File: src/rtl/rv32i_memory_arbiter_pkg.sv
// Shared types and defaults for the rv32i fetch/data memory arbiter.
package rv32i_mem_pkg;

  localparam int DEF_ADDR_WIDTH = 32;
  localparam int DEF_DATA_WIDTH = 32;
  localparam int STARVE_CNT_W   = 4;

  typedef enum logic [1:0] {
    OWNER_NONE  = 2'd0,
    OWNER_INSTR = 2'd1,
    OWNER_DATA  = 2'd2
  } owner_e;

endpackage

File: src/rtl/rv32i_memory_arbiter.sv
// Single-port memory arbiter: data port has priority, fetch is forced through
// after STARVE_LIMIT consecutive losses; the 1-clk read response is routed back.
module rv32i_memory_arbiter
  import rv32i_mem_pkg::*;
#(
  parameter int ADDR_WIDTH   = DEF_ADDR_WIDTH,
  parameter int DATA_WIDTH   = DEF_DATA_WIDTH,
  parameter int STARVE_LIMIT = 4
) (
  input  logic                    clk,
  input  logic                    reset,
  input  logic                    instr_req,
  input  logic [ADDR_WIDTH-1:0]   instr_address,
  output logic                    instr_gnt,
  output logic                    instr_rvalid,
  output logic [DATA_WIDTH-1:0]   instr_rdata,
  input  logic                    data_req,
  input  logic                    data_write,
  input  logic [ADDR_WIDTH-1:0]   data_address,
  input  logic [DATA_WIDTH/8-1:0] data_byteenable,
  input  logic [DATA_WIDTH-1:0]   data_write_data,
  output logic                    data_gnt,
  output logic                    data_rvalid,
  output logic [DATA_WIDTH-1:0]   data_rdata,
  output logic                    mem_read,
  output logic                    mem_write,
  output logic [ADDR_WIDTH-1:0]   mem_address,
  output logic [DATA_WIDTH/8-1:0] mem_byteenable,
  output logic [DATA_WIDTH-1:0]   mem_write_data,
  input  logic [DATA_WIDTH-1:0]   mem_read_data
);

  localparam logic [STARVE_CNT_W-1:0] LIMIT = STARVE_CNT_W'(STARVE_LIMIT);

  logic [STARVE_CNT_W-1:0] starve_q, starve_d;
  owner_e                  owner_q, owner_d;
  logic                    force_instr;

  assign force_instr = instr_req && (starve_q == LIMIT);
  assign data_gnt    = !reset && data_req && !force_instr;
  assign instr_gnt   = !reset && instr_req && !data_gnt;

  always_comb begin
    mem_read       = 1'b0;
    mem_write      = 1'b0;
    mem_address    = '0;
    mem_byteenable = '0;
    mem_write_data = '0;
    if (instr_gnt) begin
      mem_read       = 1'b1;
      mem_address    = instr_address;
      mem_byteenable = '1;
    end else if (data_gnt) begin
      mem_read       = !data_write;
      mem_write      = data_write;
      mem_address    = data_address;
      mem_byteenable = data_byteenable;
      mem_write_data = data_write_data;
    end
  end

  always_comb begin
    starve_d = starve_q;
    if (instr_gnt || !instr_req)
      starve_d = '0;
    else if (data_gnt && starve_q != LIMIT)
      starve_d = starve_q + 1'b1;

    owner_d = OWNER_NONE;
    if (instr_gnt)
      owner_d = OWNER_INSTR;
    else if (data_gnt && !data_write)
      owner_d = OWNER_DATA;
  end

  always_ff @(posedge clk) begin
    if (reset) begin
      starve_q <= '0;
      owner_q  <= OWNER_NONE;
    end else begin
      starve_q <= starve_d;
      owner_q  <= owner_d;
    end
  end

  // Gating with reset drops a response whose grant preceded a reset.
  assign instr_rvalid = !reset && (owner_q == OWNER_INSTR);
  assign data_rvalid  = !reset && (owner_q == OWNER_DATA);
  assign instr_rdata  = mem_read_data;
  assign data_rdata   = mem_read_data;

endmodule

File: config.mk
export PLATFORM = sky130hd
export DESIGN_NAME = rv32i_memory_arbiter
export DESIGN_NICKNAME = d
export VERILOG_FILES = /design/src/rtl/rv32i_memory_arbiter_pkg.sv /design/src/rtl/rv32i_memory_arbiter.sv
export SDC_FILE = /design/constraint.sdc
export NUM_CORES = 1
export LEC_CHECK = 0
export BUFFER_PORTS_ARGS = -buffer_cell sky130_fd_sc_hd__buf_2
export CAP_MARGIN = 0
export CORE_AREA = 3 3 105 107
export DETAILED_ROUTE_END_ITERATION = 8
export DIE_AREA = 0 0 108 110
export GPL_TIMING_DRIVEN = 0
export HOLD_SLACK_MARGIN = 0.15
export PLACE_DENSITY = 0.49
export SLEW_MARGIN = 20
export SYNTH_ARGS = -nofsm -noshare
export SYNTH_HDL_FRONTEND = slang
export SYNTH_SLANG_ARGS = --single-unit
File: constraint.sdc
create_clock -name clk -period 3.7 [get_ports clk]
set_input_delay 0.555 -clock clk [delete_from_list [all_inputs] [get_ports clk]]
set_output_delay 0.555 -clock clk [all_outputs]
set_load 0.03 [all_outputs]
==> impl_metrics.json, run 1 <==
{
  "fin_crit_ns": 2.44,
  "post_cts_resized": 0,
  "synth.avg_cell_area_um2": 7.96,
  "cts_tree": "done",
  "p_sw_uw": 271,
  "port_buffers": 242,
  "syn_area_um2": 1400,
  "crit_cells": 8,
  "final_nets": 562,
  "worstMarginPinSlew_ns": 0.223,
  "path_delay_family": "buffers and inverters",
  "p_comb_share_pct": 71.5,
  "synthCells": 176,
  "synth-compound-area-share_pct": 24.1,
  "synth.ff_latch_count": 6,
  "endpoint_kind": "output port",
  "maxSlewHeadroom_pct": 85.1,
  "grt_pass1_vias": 1928,
  "fin_crit_sh_pct": 65.8,
  "area_delta_synth_final_pct": 102,
  "path_buf_inv": 4,
  "sequentialPowerShare_pct": 11.7,
  "die-area_um2": 11900,
  "setup_tns_ns": 0,
  "rows": 37,
  "initial_core_util_pct": 13.7,
  "yosys.area_share.adder_pct": 1.79,
  "synth_top_family_by_area": "buffers and inverters",
  "synth-simple-area-share_pct": 19.5,
  "fin_area_um2": 2820,
  "reg2reg_depth": 7,
  "drt_drc_violations_left": 0,
  "placed_cell_area_um2": 2780,
  "postCtsSetupRepairBufs": 0,
  "syn_nets": 315,
  "intPower_uw": 305,
  "rsz0062_at_grt": "no",
  "cts.sinks": 6,
  "detail-route-antenna-nets": 0,
  "finalHoldViolations": 0,
  "cp-start-kind": "flip-flop",
  "antenna_found_initial": 0,
  "clkLatencyLatePin_ns": 0.22,
  "required_ns": 3.14,
  "ir_drop_uv": 82.3,
  "grt_use_total_pct": 10.3,
  "die_h_um": 110,
  "crit_type": "reg -> out",
  "numCtsBuffers": 3,
  "critPathArrivalTime_ns": 1.88,
  "yosysUniqueCellTypes": 19,
  "fp.dieW_um": 108,
  "drtIter0Drc": 46,
  "num_vias": 2110,
  "finalSetupViolCount": 0,
  "coreArea_um2": 10200,
  "holdCritPathClass": "reg -> reg",
  "p_sw_share_pct": 47.1,
  "grt_pass1_wl_mm": 9.33,
  "postRouteWirelength_mm": 7.50,
  "cap_violations": 0,
  "fin_skew_ns": 0.00314,
  "worstPathMaxFanout": 10,
  "path_cells": "inv_1 > ha_1 > nand3b_1 > a21oi_1 > buf_4 > buf_6 > a22o_1 > buf_2",
  "p_leak_nw": 1.82,
  "n_antenna_cell": 0,
  "pin_count": 275,
  "hold_depth": 1,
  "status": "complete, no violations",
  "ys_seq_area_share_pct": 8.57,
  "power.share.clock_pct": 16.8,
  "slew_viol_final": 0,
  "cts_buffer_depth": 2,
  "grt-ovfl-total": 0,
  "synth-xor-area-share_pct": 1.25,
  "drive_gt1_share_pct": 76.5,
  "firstDrtPassIters": 4,
  "hold_buffers": 0,
  "yosys_warnings": 0,
  "cts.clk_slew.worst_paths_ns": 0.03,
  "cts_max_level": 1,
  "clockRootBuffer": "clkbuf_8",
  "muxShareOfSynthArea_pct": 0,
  "wl_per_cell_um": 13.5,
  "crit_slowest_cell": "dfxtp_1",
  "hpwl_mm": 6.85,
  "p_per_area_nw_per_um2": 204,
  "viasPerCell": 3.79,
  "max_stage_delay_ns": 0.33,
  "max_clock_freq_mhz": 410,
  "grt_max_degree": 11,
  "gp_congestion": 0.778
}
final timing paths:
kind                                   from              end  slack [ns]
worst max-delay path            starve_q[0]  mem_address[17]        1.26
worst min-delay path            starve_q[0]      starve_q[0]        0.50
worst max register to register  starve_q[0]       owner_q[1]        2.22
worst min register to register  starve_q[0]      starve_q[0]        0.50
placed cells by master, fill, tap and decap left out:
cell type and n:
o211a_1 1, a22o_1 32, ha_1 2, and2_1 34, buf_2 243, a21oi_1 2, xor2_1 1, a21o_1 5
nor3b_1 2, nor3_1 4, xnor2_1 1, clkbuf_8 3, buf_4 65, dfxtp_1 6, nand3_1 1, inv_1 6
buf_6 10, nand2_1 1, nand3b_1 1, nand2b_2 1
synthesized netlist by cell type (all sizes together):
| master | count | area share, % |
|---|---|---|
| inv | 6 | 1.6 |
| xnor2 | 1 | 0.63 |
| a21o | 5 | 2.7 |
| nand3 | 1 | 0.36 |
| nor3b | 2 | 1.1 |
| ha | 2 | 1.8 |
| a21oi | 2 | 0.71 |
| xor2 | 1 | 0.63 |
| and2 | 34 | 15 |
| nand2 | 1 | 0.27 |
| nand2b | 1 | 0.63 |
| a22o | 32 | 20 |
| nor3 | 4 | 1.4 |
| buf | 76 | 43 |
| dfxtp | 6 | 8.6 |
| o211a | 1 | 0.71 |
| nand3b | 1 | 0.54 |
sequential cells by signal, indices dropped and copies added, names as in the netlist:
signal / flops
starve_q: 4
owner_q: 2
stage by stage:
stage / setup WS [ns] / util, % / power, mW / cells / hold slack, ns
2_1_floorplan: 1.60 / - / 0.343 / 176 / 0.453
3_3_place_gp: 1.23 / 27.2 / 0.485 / 554 / 0.481
3_5_place_dp: 1.24 / 27.2 / 0.485 / 554 / 0.498
4_1_cts: 1.19 / 27.6 / 0.585 / 557 / 0.502
5_1_grt: 1.05 / 27.6 / 0.610 / 557 / 0.527
6_report: 1.26 / 27.6 / 0.576 / 557 / 0.497
cell families after synthesis:
| kind of cell | count (synthesis) |
|---|---|
| xor+xnor | 2 |
| fa+ha+maj | 2 |
| compound gates | 40 |
| flops | 6 |
| buf+inv | 82 |
| simple gates | 44 |
routing by layer:
metal,wire length (um),part of all wire [%],GRT usage [%],vias up
met5,0,0,0,-
met2,4140,55,21.6,169
li1,-,-,-,1021
met4,50,0.67,2.16,0
met3,904,12,1.86,5
met1,2400,32,10.5,915
layout make-up:
cell class                      count  area (um^2)
Clock buffer                        3         41.3
Sequential cell                     6          120
Timing Repair Buffer              242         1210
Multi-Input combinational cell     88          653
Buffer                             76          606
Inverter                            6         22.5
Fill cell                        1127         7410
Tap cell                          136          170
power groups by stage:
stage / sequential [mW] / combinational [mW] / clock (mW)
CTS: 0.0676 / 0.418 / 0.0998
global placement: 0.0684 / 0.416 / 0
global route: 0.0676 / 0.438 / 0.104
detailed placement: 0.0685 / 0.416 / 0
finish: 0.0676 / 0.412 / 0.0965
floorplan: 0.0682 / 0.275 / 0
No activity file was read; power rests on OpenSTA's default activity.
==> run 2: changes to the inputs <==
CORE_AREA = 3 3 106 108   (was 3 3 105 107)
DIE_AREA = 0 0 109 111   (was 0 0 108 110)
PLACE_DENSITY = 0.5   (was 0.49)
clock period = 2.1 ns   (was 3.7 ns; I/O delays follow)
==> run 2 against run 1 <==
The run now ends with negative setup slack left. Final cell count up 1.4%. Design area increased by 23%. Via count up 1.9%. Clock skew down 0.00080 ns. Sequential power grew 76%. Sequential share of layout area fell by 0.73 points. Sequential cell count did not move. First-iteration DRC count grew 24%. Register-to-register slack got worse by 1.6 ns. Largest power group unchanged.
==> impl_metrics.json, run 2 (synthesized netlist as in run 1, its figures left out) <==
{
  "grt_max_degree": 11,
  "crit_slowest_cell": "dfxtp_2",
  "area_delta_synth_final_pct": 149,
  "finalHoldViolations": 0,
  "fp.dieW_um": 109,
  "largest_reg_flops": 4,
  "regMostFlops": "starve_q",
  "die_h_um": 111,
  "hpwl_mm": 6.05,
  "maxSlewHeadroom_pct": 87.2,
  "cts_max_level": 1,
  "ff_latch_area_um2": 123,
  "crit_type": "reg -> out",
  "rows": 37,
  "finalSetupViolCount": 23,
  "die-area_um2": 12100,
  "fin_crit_ns": 2.13,
  "postRouteWirelength_mm": 7.44,
  "holdCritPathClass": "in -> reg",
  "fin_skew_ns": 0.00234,
  "sequentialPowerShare_pct": 10.3,
  "p_per_area_nw_per_um2": 331,
  "drt_drc_violations_left": 0,
  "hold_depth": 2,
  "numCtsBuffers": 3,
  "drive_gt1_share_pct": 83.9,
  "grt_pass1_wl_mm": 9.77,
  "cap_violations": 0,
  "cp-start-kind": "flip-flop",
  "cts_tree": "done",
  "p_comb_share_pct": 75.0,
  "max_stage_delay_ns": 0.32,
  "final_common_cell": "buf_2",
  "worstMarginPinSlew_ns": 0.192,
  "crit_cells": 8,
  "clkLatencyLatePin_ns": 0.22,
  "detail-route-antenna-nets": 0,
  "power.share.clock_pct": 14.7,
  "final_cell_mix": "175 x buf_2, 74 x buf_6, 69 x buf_4",
  "firstDrtPassIters": 4,
  "path_buf_inv": 4,
  "drtIter0Drc": 57,
  "wl_per_cell_um": 13.2,
  "port_buffers": 242,
  "grt_pass1_vias": 2129,
  "intPower_uw": 653,
  "grt_use_total_pct": 9.81,
  "reg2reg_depth": 7,
  "p_sw_uw": 501,
  "final.setup.worst_slack_ns": -0.0316,
  "p_sw_share_pct": 43.4,
  "slew_viol_final": 0,
  "p_leak_nw": 2.00,
  "cts.sinks": 6,
  "pin_count": 275,
  "fin_area_um2": 3480,
  "coreArea_um2": 10300,
  "fillCellCount": 1063,
  "setup_tns_ns": -0.293,
  "antenna_found_initial": 1,
  "path_cells": "inv_2 > ha_4 > nand3b_1 > o211a_4 > buf_12 > buf_8 > a22o_1 > buf_6",
  "n_antenna_cell": 0,
  "clockRootBuffer": "clkbuf_8",
  "num_vias": 2150,
  "cts.clk_slew.worst_paths_ns": 0.04,
  "max_clock_freq_mhz": 469,
  "grt-ovfl-total": 0,
  "fin_crit_sh_pct": 102,
  "placed_cell_area_um2": 2780,
  "reg_top3": "starve_q x4, owner_q x2",
  "violations": "negative setup slack",
  "initial_core_util_pct": 13.6,
  "ir_drop_uv": 186,
  "critPathArrivalTime_ns": 1.82,
  "worstPathMaxFanout": 6,
  "path_delay_family": "compound AO/OA/AOI/OAI gates",
  "viasPerCell": 3.81,
  "required_ns": 1.78,
  "status": "complete, but fails checks",
  "final_nets": 570,
  "endpoint_kind": "output port",
  "cts_buffer_depth": 2,
  "gp_congestion": 0.764,
  "rsz0062_at_grt": "yes",
  "multi_input_area_um2": 734
}
## run 2: final timing paths
path	start	to	slack [ns]
hold / removal	data_req	owner_q[0]	0.35
setup reg to reg	starve_q[1]	owner_q[1]	0.61
setup / recovery	starve_q[1]	mem_address[21]	-0.03
hold reg to reg	starve_q[0]	starve_q[0]	0.45
## run 2: area by class of cell
class,instances,share of cell area [%]
buffer,76,18.0
inverter,6,0.647
multi-input combinational,88,21.1
sequential,6,3.52
timing repair buffer,250,50.7
tap,136,4.89
clock buffer,3,1.19
## run 2: through the flow
step | power (mW) | hold slack, ns | worst slack, ns | utilization [%] | cells
floorplan | 0.604 | 0.407 | 0.335 | - | 176
global placement | 0.844 | 0.480 | 0.124 | 27.0 | 554
detailed placement | 0.844 | 0.486 | 0.102 | 27.0 | 554
CTS | 1.08 | 0.320 | -0.0388 | 29.8 | 559
global route | 1.22 | 0.365 | -0.0948 | 33.7 | 565
finish | 1.15 | 0.347 | -0.0316 | 33.7 | 565
## run 2: power by group through the flow
| stage | clock network, mW | logic [mW] | registers, mW |
|---|---|---|---|
| finish | 0.170 | 0.865 | 0.119 |
| global placement | 0 | 0.724 | 0.120 |
| CTS | 0.175 | 0.791 | 0.119 |
| floorplan | 0 | 0.484 | 0.120 |
| global route | 0.181 | 0.915 | 0.119 |
| detailed placement | 0 | 0.724 | 0.121 |
## run 2: per-layer routing
| metal | vias up | wire length [um] | GRT usage [%] |
|---|---|---|---|
| met3 | 10 | 841 | 1.16 |
| met5 | - | 13 | 0 |
| met4 | 2 | 79 | 2.27 |
| met2 | 169 | 3990 | 19.6 |
| met1 | 933 | 2520 | 10.5 |
| li1 | 1036 | - | - |
## run 2: worst reg2reg max path, stage by stage, from the launching register on
cell	delay [ns]
dfxtp_2	0.32
inv_2	0.07
ha_4	0.12
nand3b_1	0.14
o211a_4	0.30
buf_12	0.15
buf_6	0.13
and2_1	0.15
## run 2: what timing repair did
action / CTS / global route
pin swaps: 1 / 19
endpoints found under the setup margin: 68 / 70
hold buffers: 0 / 0
gates cloned: 0 / 4
buffers inserted: 2 / 2
gates resized for setup: 77 / 125
==> run 3: changes to the inputs <==
clock period = 1.9 ns   (was 2.1 ns; I/O delays follow)
==> run 3 against run 2 <==
The flow still finishes with violations (negative setup slack). Highest routed layer unchanged. Routed wire length down 3.1%. Utilization shrank 1.3 points. Via count is 0.23% lower. Global-route usage increased by 0.53 points. Worst setup slack got worse by 0.11 ns. Non-clock buffer count shrank 3. Die area is the same. Register-to-register slack got worse by 0.14 ns. Clock skew about the same.
==> impl_metrics.json, run 3 (synthesized netlist as in run 1, its figures left out) <==
{
  "clkLatencyLatePin_ns": 0.22,
  "maxSlewHeadroom_pct": 89.0,
  "endpoint_kind": "output port",
  "finalSetupViolCount": 68,
  "cp-start-kind": "flip-flop",
  "detail-route-antenna-nets": 0,
  "crit_path_start": "starve_q[0]",
  "gp_congestion": 0.764,
  "clockRootBuffer": "clkbuf_8",
  "fillCellCount": 1090,
  "worstReg2RegStart": "starve_q[0]",
  "cts_buffer_depth": 2,
  "finalHoldViolations": 0,
  "setup_tns_ns": -6.50,
  "die_h_um": 111,
  "cts.sinks": 6,
  "cts_tree": "done",
  "grt-ovfl-total": 0,
  "max_clock_freq_mhz": 489,
  "fin_crit_ns": 2.04,
  "largest_reg_flops": 4,
  "die-area_um2": 12100,
  "fin_crit_sh_pct": 108,
  "postRouteWirelength_mm": 7.21,
  "hold_start": "data_req",
  "fin_skew_ns": 0.00245,
  "hold_ws_ns": 0.302,
  "antenna_found_initial": 1,
  "p_leak_nw": 1.94,
  "final_common_cell": "buf_2",
  "power.share.clock_pct": 15.2,
  "wl_per_cell_um": 12.8,
  "final.setup.worst_slack_ns": -0.143,
  "cap_violations": 0,
  "coreArea_um2": 10300,
  "numCtsBuffers": 3,
  "required_ns": 1.62,
  "worstMarginPinSlew_ns": 0.163,
  "p_sw_uw": 546,
  "status": "complete, but fails checks",
  "grt_max_degree": 11,
  "area_delta_synth_final_pct": 139,
  "critPathArrivalTime_ns": 1.76,
  "cts.clk_slew.worst_paths_ns": 0.04,
  "p_per_area_nw_per_um2": 371,
  "rsz0062_at_grt": "yes",
  "grt_pass1_wl_mm": 10.3,
  "p_comb_share_pct": 74.3,
  "holdCritPathClass": "in -> reg",
  "drtIter0Drc": 45,
  "sequentialPowerShare_pct": 10.5,
  "firstDrtPassIters": 4,
  "fp.dieW_um": 109,
  "reg_top3": "starve_q x4, owner_q x2",
  "worstPathMaxFanout": 10,
  "regMostFlops": "starve_q",
  "rows": 37,
  "crit_type": "reg -> out",
  "drive_gt1_share_pct": 79.6,
  "cts_max_level": 1,
  "ir_drop_uv": 209,
  "p_sw_share_pct": 44.0,
  "violations": "negative setup slack",
  "initial_core_util_pct": 13.6,
  "intPower_uw": 697,
  "placed_cell_area_um2": 2780,
  "pin_count": 275,
  "viasPerCell": 3.82,
  "grt_pass1_vias": 2226,
  "final_cell_mix": "171 x buf_2, 82 x buf_6, 68 x buf_4",
  "hold_buffers": 0,
  "grt_use_total_pct": 10.3,
  "n_antenna_cell": 0,
  "slew_viol_final": 0,
  "hpwl_mm": 6.05,
  "fin_area_um2": 3350,
  "num_vias": 2145,
  "final_nets": 567,
  "port_buffers": 242,
  "drt_drc_violations_left": 0
}
run 3: changes by cell type in the layout (fill, tap and decap cells not counted), sizes merged:
| cell | delta |
|---|---|
| clkbuf | -3 |
run 3: path summary, 6_finish.rpt:
kind / depth (start not counted) / endpoint / slack, ns
min: 2 / owner_q[0] / 0.30
max reg2reg: 7 / owner_q[1] / 0.47
min reg2reg: 2 / starve_q[0] / 0.51
max: 8 / mem_address[21] / -0.14
run 3: area by class of cell:
class	count	area [um^2]	area share (%)
Buffer	76	621	18.5
Multi-Input combinational cell	88	679	20.3
Sequential cell	6	123	3.66
Inverter	6	22.5	0.672
Clock buffer	3	41.3	1.23
Tap cell	136	170	5.07
Timing Repair Buffer	247	1700	50.6
run 3: routing by layer:
layer  share of wire [%]  vias up  track usage, %
met5                0.18        -               0
met4                 1.2        2            2.27
met3                  12       10            1.34
met2                  53      171            20.6
met1                  34      931            11.2
li1                    -     1031               -
run 3: repair_timing:
action                                  4_1_cts  5_1_grt
endpoints found under the setup margin       72       72
resized for setup                           153        6
cloned                                        0        0
pin swaps                                     3        1
hold endpoints to repair                      0        0
buffers inserted                              4        1
run 3: power groups by stage:
stage               Sequential, mW  Clock (mW)  Combinational, mW
floorplan                    0.133           0              0.535
global placement             0.133           0              0.800
detailed placement           0.133           0              0.800
CTS                          0.131       0.193              0.922
global route                 0.131       0.200              0.978
finish                       0.131       0.188              0.923
run 3: per-stage QoR:
stage / power (mW) / setup slack [ns] / util, % / std cells
after floorplan: 0.668 / 0.165 / - / 176
after global placement: 0.933 / -0.0457 / 27.0 / 554
after detailed placement: 0.933 / -0.0681 / 27.0 / 554
after CTS: 1.25 / -0.206 / 32.2 / 561
after global routing: 1.31 / -0.234 / 32.5 / 562
final: 1.24 / -0.143 / 32.5 / 562
run 3: worst max-delay path, cell delays in order (launching register included):
cell and delay [ns]:
dfxtp_2 0.31, inv_1 0.05, ha_1 0.13, nand3b_1 0.13, o211a_1 0.27, buf_12 0.16
buf_6 0.14, a22o_1 0.21, buf_6 0.14
